$ cat config.mk
export PLATFORM = sky130hd
export DESIGN_NAME = riscv_lsu
export DESIGN_NICKNAME = d
export VERILOG_FILES = /design/src/rtl/riscv_lsu.sv
export SDC_FILE = /design/constraint.sdc
export NUM_CORES = 1
export LEC_CHECK = 0
export BUFFER_PORTS_ARGS = -buffer_cell sky130_fd_sc_hd__buf_2
export CORE_ASPECT_RATIO = 0.75
export CORE_MARGIN = 10
export CORE_UTILIZATION = 37
export CTS_BUF_LIST = sky130_fd_sc_hd__clkbuf_4 sky130_fd_sc_hd__clkbuf_8
export DETAILED_ROUTE_END_ITERATION = 8
export PLACE_DENSITY = 0.95
export RECOVER_POWER = 50
export SYNTH_ARGS = -nofsm -noshare
export SYNTH_HDL_FRONTEND = slang
export SYNTH_SLANG_ARGS = --single-unit
$ cat constraint.sdc
create_clock -name clk_i -period 3.6 [get_ports clk_i]
set_input_delay 0.36 -clock clk_i [delete_from_list [all_inputs] [get_ports clk_i]]
set_output_delay 0.36 -clock clk_i [all_outputs]
set_load 0.05 [all_outputs]
$ cat src/rtl/riscv_lsu.sv
// Load-store unit: turns core byte/half/word accesses into word-addressed memory
// transactions with byte enables, and formats returned load data for the core.
module riscv_lsu (
  input  logic        clk_i,
  input  logic        rst_i,
  input  logic        core_req_i,
  input  logic        core_we_i,
  input  logic [2:0]  core_size_i,
  input  logic [31:0] core_addr_i,
  input  logic [31:0] core_wd_i,
  output logic [31:0] core_rd_o,
  output logic        core_stall_o,
  output logic        core_err_o,
  output logic        mem_req_o,
  output logic        mem_we_o,
  output logic [3:0]  mem_be_o,
  output logic [31:0] mem_addr_o,
  output logic [31:0] mem_wd_o,
  input  logic [31:0] mem_rd_i,
  input  logic        mem_ready_i
);

  localparam logic [2:0] LDST_B  = 3'd0;
  localparam logic [2:0] LDST_H  = 3'd1;
  localparam logic [2:0] LDST_W  = 3'd2;
  localparam logic [2:0] LDST_BU = 3'd4;
  localparam logic [2:0] LDST_HU = 3'd5;

  typedef enum logic [1:0] {
    S_IDLE = 2'd0,
    S_REQ  = 2'd1,
    S_RESP = 2'd2
  } state_e;

  state_e      state_q, state_d;
  logic [1:0]  off_q, off_d;
  logic [2:0]  size_q, size_d;
  logic        we_q, we_d;

  logic        acc_err;
  logic [3:0]  be_st;
  logic [31:0] wd_rep;
  logic [7:0]  rd_byte;
  logic [15:0] rd_half;
  logic [31:0] ld_fmt;
  logic        req;

  always_comb begin
    acc_err = 1'b0;
    case (core_size_i)
      LDST_B, LDST_BU: acc_err = 1'b0;
      LDST_H, LDST_HU: acc_err = core_addr_i[0];
      LDST_W:          acc_err = |core_addr_i[1:0];
      default:         acc_err = 1'b1;
    endcase
  end

  // Store lanes: data is replicated so whichever lane the enables select holds it.
  always_comb begin
    be_st  = 4'b1111;
    wd_rep = core_wd_i;
    case (core_size_i[1:0])
      2'd0: begin
        be_st  = 4'b0001 << core_addr_i[1:0];
        wd_rep = {4{core_wd_i[7:0]}};
      end
      2'd1: begin
        be_st  = core_addr_i[1] ? 4'b1100 : 4'b0011;
        wd_rep = {2{core_wd_i[15:0]}};
      end
      default: ;
    endcase
  end

  always_comb begin
    rd_byte = mem_rd_i[{off_q, 3'b000} +: 8];
    rd_half = off_q[1] ? mem_rd_i[31:16] : mem_rd_i[15:0];
    case (size_q)
      LDST_B:  ld_fmt = {{24{rd_byte[7]}}, rd_byte};
      LDST_BU: ld_fmt = {24'h0, rd_byte};
      LDST_H:  ld_fmt = {{16{rd_half[15]}}, rd_half};
      LDST_HU: ld_fmt = {16'h0, rd_half};
      default: ld_fmt = mem_rd_i;
    endcase
  end

  always_comb begin
    state_d      = state_q;
    off_d        = off_q;
    size_d       = size_q;
    we_d         = we_q;
    req          = 1'b0;
    core_stall_o = 1'b0;
    core_err_o   = 1'b0;
    core_rd_o    = 32'h0;
    case (state_q)
      S_IDLE: begin
        if (core_req_i) begin
          if (acc_err) begin
            core_err_o = 1'b1;
          end else begin
            req          = 1'b1;
            core_stall_o = 1'b1;
            off_d        = core_addr_i[1:0];
            size_d       = core_size_i;
            we_d         = core_we_i;
            state_d      = mem_ready_i ? S_RESP : S_REQ;
          end
        end
      end
      S_REQ: begin
        req          = 1'b1;
        core_stall_o = 1'b1;
        if (mem_ready_i) state_d = S_RESP;
      end
      S_RESP: begin
        // core_req_i is still the instruction just served, so it is not re-accepted here.
        state_d = S_IDLE;
        if (!we_q) core_rd_o = ld_fmt;
      end
      default: state_d = S_IDLE;
    endcase
    if (rst_i) begin
      req          = 1'b0;
      core_stall_o = 1'b0;
      core_err_o   = 1'b0;
      core_rd_o    = 32'h0;
    end
  end

  assign mem_req_o  = req;
  assign mem_we_o   = req & core_we_i;
  assign mem_be_o   = (req && core_we_i) ? be_st : 4'b0000;
  assign mem_addr_o = core_addr_i;
  assign mem_wd_o   = wd_rep;

  always_ff @(posedge clk_i) begin
    if (rst_i) begin
      state_q <= S_IDLE;
      off_q   <= 2'd0;
      size_q  <= 3'd0;
      we_q    <= 1'b0;
    end else begin
      state_q <= state_d;
      off_q   <= off_d;
      size_q  <= size_d;
      we_q    <= we_d;
    end
  end

endmodule

Word level (Yosys, flattened, before mapping)
Cells that the tools add are included.
- bitwise operators: 2
- reduce and logical (&&, ||, !) cells: 10
- equality and inequality tests: 13
- shift operators: 2
- multiplexer cells: 23
- operators by type and width (kind ; count):
    case mux 32 bit (4 select lines) ; 1
    2-to-1 mux 32 bit ; 3
    case mux 32 bit (2 select lines) ; 1
    indexed part select 32 x 6 -> 8 bit ; 1
    2-to-1 mux 16 bit ; 1
    == test 3 bit (second input constant) ; 4
    2-to-1 mux 2 bit ; 4
    2-to-1 mux 4 bit ; 2
    case mux 4 bit (2 select lines) ; 1
    2-to-1 mux 1 bit ; 7
    == test 3 x 1 -> 1 bit (second input constant) ; 2
    logical NOT 3 bit ; 2
    != test 2 bit (second input constant) ; 3
    AND reduction 3 bit ; 2
    OR reduction 2 bit ; 3
    == test 2 x 1 -> 1 bit (second input constant) ; 2
    logical NOT 2 bit ; 2
    case mux 2 bit (2 select lines) ; 1
    left shift 1 x 2 -> 4 bit (first input constant) ; 1
    == test 3 x 2 -> 1 bit (second input constant) ; 1
    case mux 1 bit (3 select lines) ; 1
    == test 2 bit (second input constant) ; 1
    case mux 1 bit (2 select lines) ; 1
    AND 1 bit ; 1
    other kinds (2) ; 2
- register bits after elaboration: 8
- input port bits: 104

Longest topological paths before layout
Gate-level depths: netlist (run 1).
- depth after elaboration: 9
- mapped depth: 6

Worst setup path after synthesis (run 1)
Ideal clock, no wire load.
- kind: input -> output
- start point: input port rst_i
- end point: output port core_rd_o[6]
- stages: 4
- path slack: -0.296 ns
- arrival time: 3.536 ns
- path buffers: 2
- cell sequence: buf_6 or4b_4 buf_6 a2111oi_0
- cells in the longest elaborated chain, start to end: 1
- ends and longest elaborated chain (what ; RTL line ; source):
    start, declared ; 5 ; input logic rst_i,
    2-to-1 mux 32 bit ; 123 ; if (rst_i) begin
    end, declared ; 11 ; output logic [31:0] core_rd_o,
Every way passes these cells.

Worst setup path after layout (run 1)
- start point: register state_q[0]
- end point: output port core_rd_o[30]
- cells in the longest elaborated chain, start to end: 3
- ends and longest elaborated chain (what ; RTL line ; source):
    start, declared ; 35 ; state_e state_q, state_d;
    start signal, assigned ; 144 ; state_q <= state_d;
    == test 2 bit ; 96 ; case (state_q)
    2-to-1 mux 32 bit ; 96 ;
    2-to-1 mux 32 bit ; 123 ;
Every way passes these cells.

==> results.cfg, run 1 <==
[min_path]
min_from = mem_ready_i
min_to = state_q[0]
hold_path_depth = 2
hold_class = in -> reg

[power_and_ir_drop]
p_sw_uw = 266
swShare_pct = 50.5
ir_drop_mv = 0.204
pwr-share-seq_pct = 19.3
p_leak_nw = 1.24
combPwrFrac_pct = 60.9
p_clk_share_pct = 19.8
power.density_nw_per_um2 = 242
total_power_uw = 526
p_int_uw = 261

[route]
vias_per_cell = 5.32
wl_per_cell_um = 18.4
wl_um = 7160
first_iter_violations = 77
postRouteAntennaNets = 0
vias = 2075
drtPass1Iterations = 4
drc = 0

[final_layout]
nets = 439
antenna_cells = 0
fin_util_pct = 48.5
mostFrequentLayoutCells = buf_2 (126), clkbuf_1 (21)
final_area_um2 = 2180
drive_gt1_share_pct = 48.6
layout_commonest_cell = buf_2
fill_cells = 470
stdcell_count = 390
area_delta_synth_final_pct = 25.9

[cts]
cts_tree = built
cts.clk_slew.worst_paths_ns = 0.04
cts_inserted_buffers = 3
clockRootBuffer = clkbuf_8
htree_levels = 1
cts_hold_buf = 0
clk_latency_ns = 0.22
cts_resized = 0
cts.path.max_buffers = 2
clock-sinks = 8
post_cts_buffers = 0

[global_routing]
overflow = 0
gr-usage-all-layers_pct = 16.5
grt_pass1_vias = 2149
antenna_found_initial = 0
grt_pass1_wl_um = 11000
grt_max_degree = 32

[critical_path]
reg2reg_from = state_q[0]
start_kind = flip-flop
r2r_end = size_q[1]
worstPathArrival_ns = 2.63
crit_fanout = 18
crit_path_end_kind = output pin
cp_slowest_stage_delay_ns = 0.97
required_ns = 3.24
reg2reg_slack_ns = 2.13
critPathKind = reg -> out
cp_cell_sequence = or4b_4, a2111oi_4, a21o_2, buf_2
cp_slowest_cell = a2111oi_4
reg2reg_depth = 4

[timing]
fmax_mhz = 334
worst_pin_slew_ns = 1.23
hold_violations = 0
min_period_ns = 2.99
fin_crit_sh_pct = 83.1
setup_tns_ns = 0
max-slew-margin-rel_pct = 17.9
setup_ws_ns = 0.608
finalMaxSlewViolations = 0
setup_viol = 0
rsz0062_at_grt = no
skew_ns = 0.00204
holdWs_ns = 0.308

[yosys]
ys_async_sr_fraction_pct = 0
yosys_warnings = 0
synth_ff_type = dfxtp_1
synth_edf_count = 0
synth-seq-cells = 8
syn_area_per_cell_um2 = 7.30
synth-seq-area-share_pct = 9.26
synth_area_um2 = 1730
netlist_instances = 237
synth_nets = 341
yosysUniqueCellTypes = 38

[place]
placedCellCount = 387
portBuffers = 147
gp_congestion = 0.807
dpl.hpwl_um = 6060
place_ws_ns = 0.678
placed_area_um2 = 2160

[die]
io_pins = 208
core_area_um2 = 4490
die_h_um = 79.2
initial_core_util_pct = 38.5
dieWidth_um = 98.9
die_area_um2 = 7840
rows = 21

[run]
drv_cap = 0

[run_status]
run_status = finished, final reports clean
## critical path, delay by kind of cell (launching register included)
family                 cells  cell delay (ns)
AO/OA/AOI/OAI              2             1.15
AND/OR/NAND/NOR            1             0.66
flip-flops                 1             0.32
buffers and inverters      1             0.27
## worst max path at each step
stage / startpoint / end / cells past startpoint
2_1_floorplan: rst_i / core_rd_o[6] / 4
3_3_place_gp: rst_i / core_rd_o[22] / 5
3_5_place_dp: rst_i / core_rd_o[30] / 5
4_1_cts: state_q[0] / core_rd_o[30] / 4
5_1_grt: state_q[0] / core_rd_o[30] / 4
6_report: state_q[0] / core_rd_o[30] / 4
## per-layer routing
metal	routed length (µm)	up-vias	track usage [%]
met2	3550	106	28.2
met5	0	-	0
met4	61	0	2.43
met3	713	8	7.70
met1	2840	955	18.8
li1	-	1006	-
## Yosys cell counts (all sizes together) (8+ instances only)
master	count	area share, %
buf	50	21
a21o	17	8.2
mux2	17	11
nand2	17	3.7
nor2	17	3.7
o21ai	17	4.9
mux2i	14	8.1
a21oi	13	3.8
inv	11	2.4
a221oi	8	4.1
dfxtp	8	9.3
nor3	8	2.3
## cell families (layout without fill, tap and decap cells)
group	after synthesis	in the layout	share of synthesized area, %
flops	8	8	9.26
mux	32	32	20.5
compound gates	70	70	28.4
buf+inv	67	163	25.0
simple gates	60	60	16.9
## layout make-up
cell class,count,area (µm²),share of cell area (%)
repair buffers,149,724,33.3
well taps,57,71.3,3.28
flip-flops and latches,8,160,7.36
clock buffers,3,41.3,1.90
multi-input cells,162,1140,52.3
inverters,11,41.3,1.90
## sequential cells by signal (all words and copies together) (netlist names)
| signal | cells |
|---|---|
| off_q | 2 |
| state_q | 2 |
| we_q | 1 |
| size_q | 3 |
## power groups by stage
stage	sequential (mW)	clock, mW	combinational (mW)
after floorplan	0.0975	0	0.328
after global placement	0.102	0	0.319
after detailed placement	0.103	0	0.325
after CTS	0.101	0.107	0.326
after global routing	0.103	0.114	0.341
final	0.102	0.104	0.321
Note: power is estimated with default switching activity, not from simulation.
==> run 2, diff against run 1 <==
--- a/config.mk
+++ b/config.mk
@@ -8,10 +8,10 @@
 export BUFFER_PORTS_ARGS = -buffer_cell sky130_fd_sc_hd__buf_2
 export CORE_ASPECT_RATIO = 0.75
 export CORE_MARGIN = 10
-export CORE_UTILIZATION = 37
+export CORE_UTILIZATION = 31
 export CTS_BUF_LIST = sky130_fd_sc_hd__clkbuf_4 sky130_fd_sc_hd__clkbuf_8
 export DETAILED_ROUTE_END_ITERATION = 8
-export PLACE_DENSITY = 0.95
+export PLACE_DENSITY = 0.86
 export RECOVER_POWER = 50
 export SYNTH_ARGS = -nofsm -noshare
 export SYNTH_HDL_FRONTEND = slang
==> constraint.sdc (replaced) <==
create_clock -name clk_i -period 2.6 [get_ports clk_i]
set_input_delay 0.26 -clock clk_i [delete_from_list [all_inputs] [get_ports clk_i]]
set_output_delay 0.26 -clock clk_i [all_outputs]
set_load 0.05 [all_outputs]
==> run 2 against run 1 <==
Design area is 2.5% higher. First-iteration DRC count rose by 18%. Combinational power is 41% higher. Critical path depth up 1. Highest routed layer unchanged. Clock power increased by 41%. Cell count rose by 5.6%. Power up 39%. Largest power group unchanged. Sequential cell count stayed put.
==> results.cfg, run 2 (synthesis gave the netlist of run 1 again) <==
[cts]
cts.clk_slew.worst_paths_ns = 0.04
cts_resized = 0
cts_hold_buf = 0
post_cts_buffers = 0
clock-sinks = 8
clk_latency_ns = 0.23
cts.path.max_buffers = 2
clockRootBuffer = clkbuf_8
cts_tree = built
htree_levels = 1
cts_inserted_buffers = 3

[final_layout]
area_delta_synth_final_pct = 29.0
largest_reg_flops = 3
seqCellArea_um2 = 160
fill_cells = 588
reg.largest.list = size_q x3, off_q x2, state_q x2
nets = 443
layout_commonest_cell = buf_2
fin_util_pct = 41.5
drive_gt1_share_pct = 48.7
regMostFlops = size_q
antenna_cells = 0
multi_input_area_um2 = 1140
mostFrequentLayoutCells = buf_2 (123), clkbuf_1 (24), mux2_2 (17), nor2_1 (17), nand2_1 (17)

[timing]
max-slew-margin-rel_pct = 57.4
min_period_ns = 2.48
worst_pin_slew_ns = 0.641
fin_crit_sh_pct = 95.5
setup_viol = 0
rsz0062_at_grt = no
hold_violations = 0
fmax_mhz = 403
skew_ns = 0.00121
finalMaxSlewViolations = 0

[power_and_ir_drop]
p_int_uw = 362
power.density_nw_per_um2 = 329
combPwrFrac_pct = 61.6
p_clk_share_pct = 20.0
p_sw_uw = 372
ir_drop_mv = 0.205
total_power_uw = 734
swShare_pct = 50.7
p_leak_nw = 1.26
pwr-share-seq_pct = 18.3

[global_routing]
gr-usage-all-layers_pct = 13.7
grt_pass1_wl_um = 10400
grt_max_degree = 32
overflow = 0
grt_pass1_vias = 2025
antenna_found_initial = 0

[route]
drtPass1Iterations = 4
postRouteAntennaNets = 0
vias = 2058
vias_per_cell = 5.00
drc = 0
first_iter_violations = 91
wl_um = 6900
wl_per_cell_um = 16.8

[critical_path]
worstPathArrival_ns = 2.22
cp_slowest_stage_delay_ns = 0.67
critPathTopFamily = simple AND/OR/NAND/NOR gates
crit_path_end_kind = output pin
crit_fanout = 18
cp_slowest_cell = or4b_4
start_kind = flip-flop
cp.buffers_inverters = 2
cp_cell_sequence = or4b_4, a2111oi_4, buf_4, a21o_2, buf_2
required_ns = 2.34
critPathKind = reg -> out

[min_path]
hold_class = in -> reg

[place]
dpl.hpwl_um = 5830
portBuffers = 147
gp_congestion = 0.826

[die]
initial_core_util_pct = 32.1
dieWidth_um = 106
rows = 23
io_pins = 208
core_area_um2 = 5380
die_area_um2 = 9000
die_h_um = 84.7

[run_status]
run_status = finished, final reports clean

[run]
drv_cap = 0
## run 2: cell types whose count changed in the layout (fill, tap and decap cells not counted)
cell | before | now
and2_1 | 2 | 1
a2111oi_2 | 0 | 1
and2_0 | 0 | 1
buf_4 | 2 | 6
o21ai_1 | 0 | 1
buf_2 | 126 | 123
a2111oi_1 | 1 | 0
o21ai_0 | 17 | 16
clkbuf_1 | 21 | 24
## run 2: area by class of cell
class	instances	share of cell area, %
clock buffer	3	1.85
inverter	11	1.85
multi-input combinational	162	51.3
sequential	8	7.18
tap	75	4.21
timing repair buffer	153	33.7
## run 2: worst paths after layout
kind | from | endpoint | slack [ns] | depth (start not counted)
hold / removal | mem_ready_i | state_q[0] | 0.20 | 2
hold reg to reg | we_q | we_q | 0.49 | 2
setup reg to reg | state_q[0] | size_q[1] | 1.34 | 4
setup / recovery | state_q[0] | core_rd_o[24] | 0.12 | 5
## run 2: power groups by stage
stage	Clock (mW)	Sequential, mW	Combinational [mW]
after floorplan	0	0.135	0.455
after global placement	0	0.136	0.452
after detailed placement	0	0.137	0.459
after CTS	0.151	0.135	0.461
after global routing	0.159	0.136	0.482
final	0.147	0.135	0.453
## run 2: metrics by stage
stage / setup slack (ns) / hold WS [ns] / cell area, µm² / TNS (ns) / instances
floorplan: -0.0103 / 0.332 / 1740 / -0.0310 / 237
global placement: 0.339 / 0.441 / 2220 / 0 / 409
detailed placement: 0.299 / 0.439 / 2220 / 0 / 409
CTS: 0.114 / 0.200 / 2260 / 0 / 412
global route: 0.0374 / 0.207 / 2230 / 0 / 412
finish: 0.116 / 0.201 / 2230 / 0 / 412
## run 2: per-layer routing
metal	up-vias	wire length [µm]	GRT usage [%]	share of wire [%]
met4	0	48	1.47	0.70
met1	922	2760	15.8	40
li1	1011	-	-	-
met2	118	3280	22.6	47
met3	7	824	7.40	12
met5	-	0	0	0
## run 2: worst register-to-register path, stage by stage, from the launching register on
cell and delay, ns:
dfxtp_1 0.32, nor3b_1 0.25, o21ai_1 0.28, mux2i_1 0.24, nor2_1 0.05
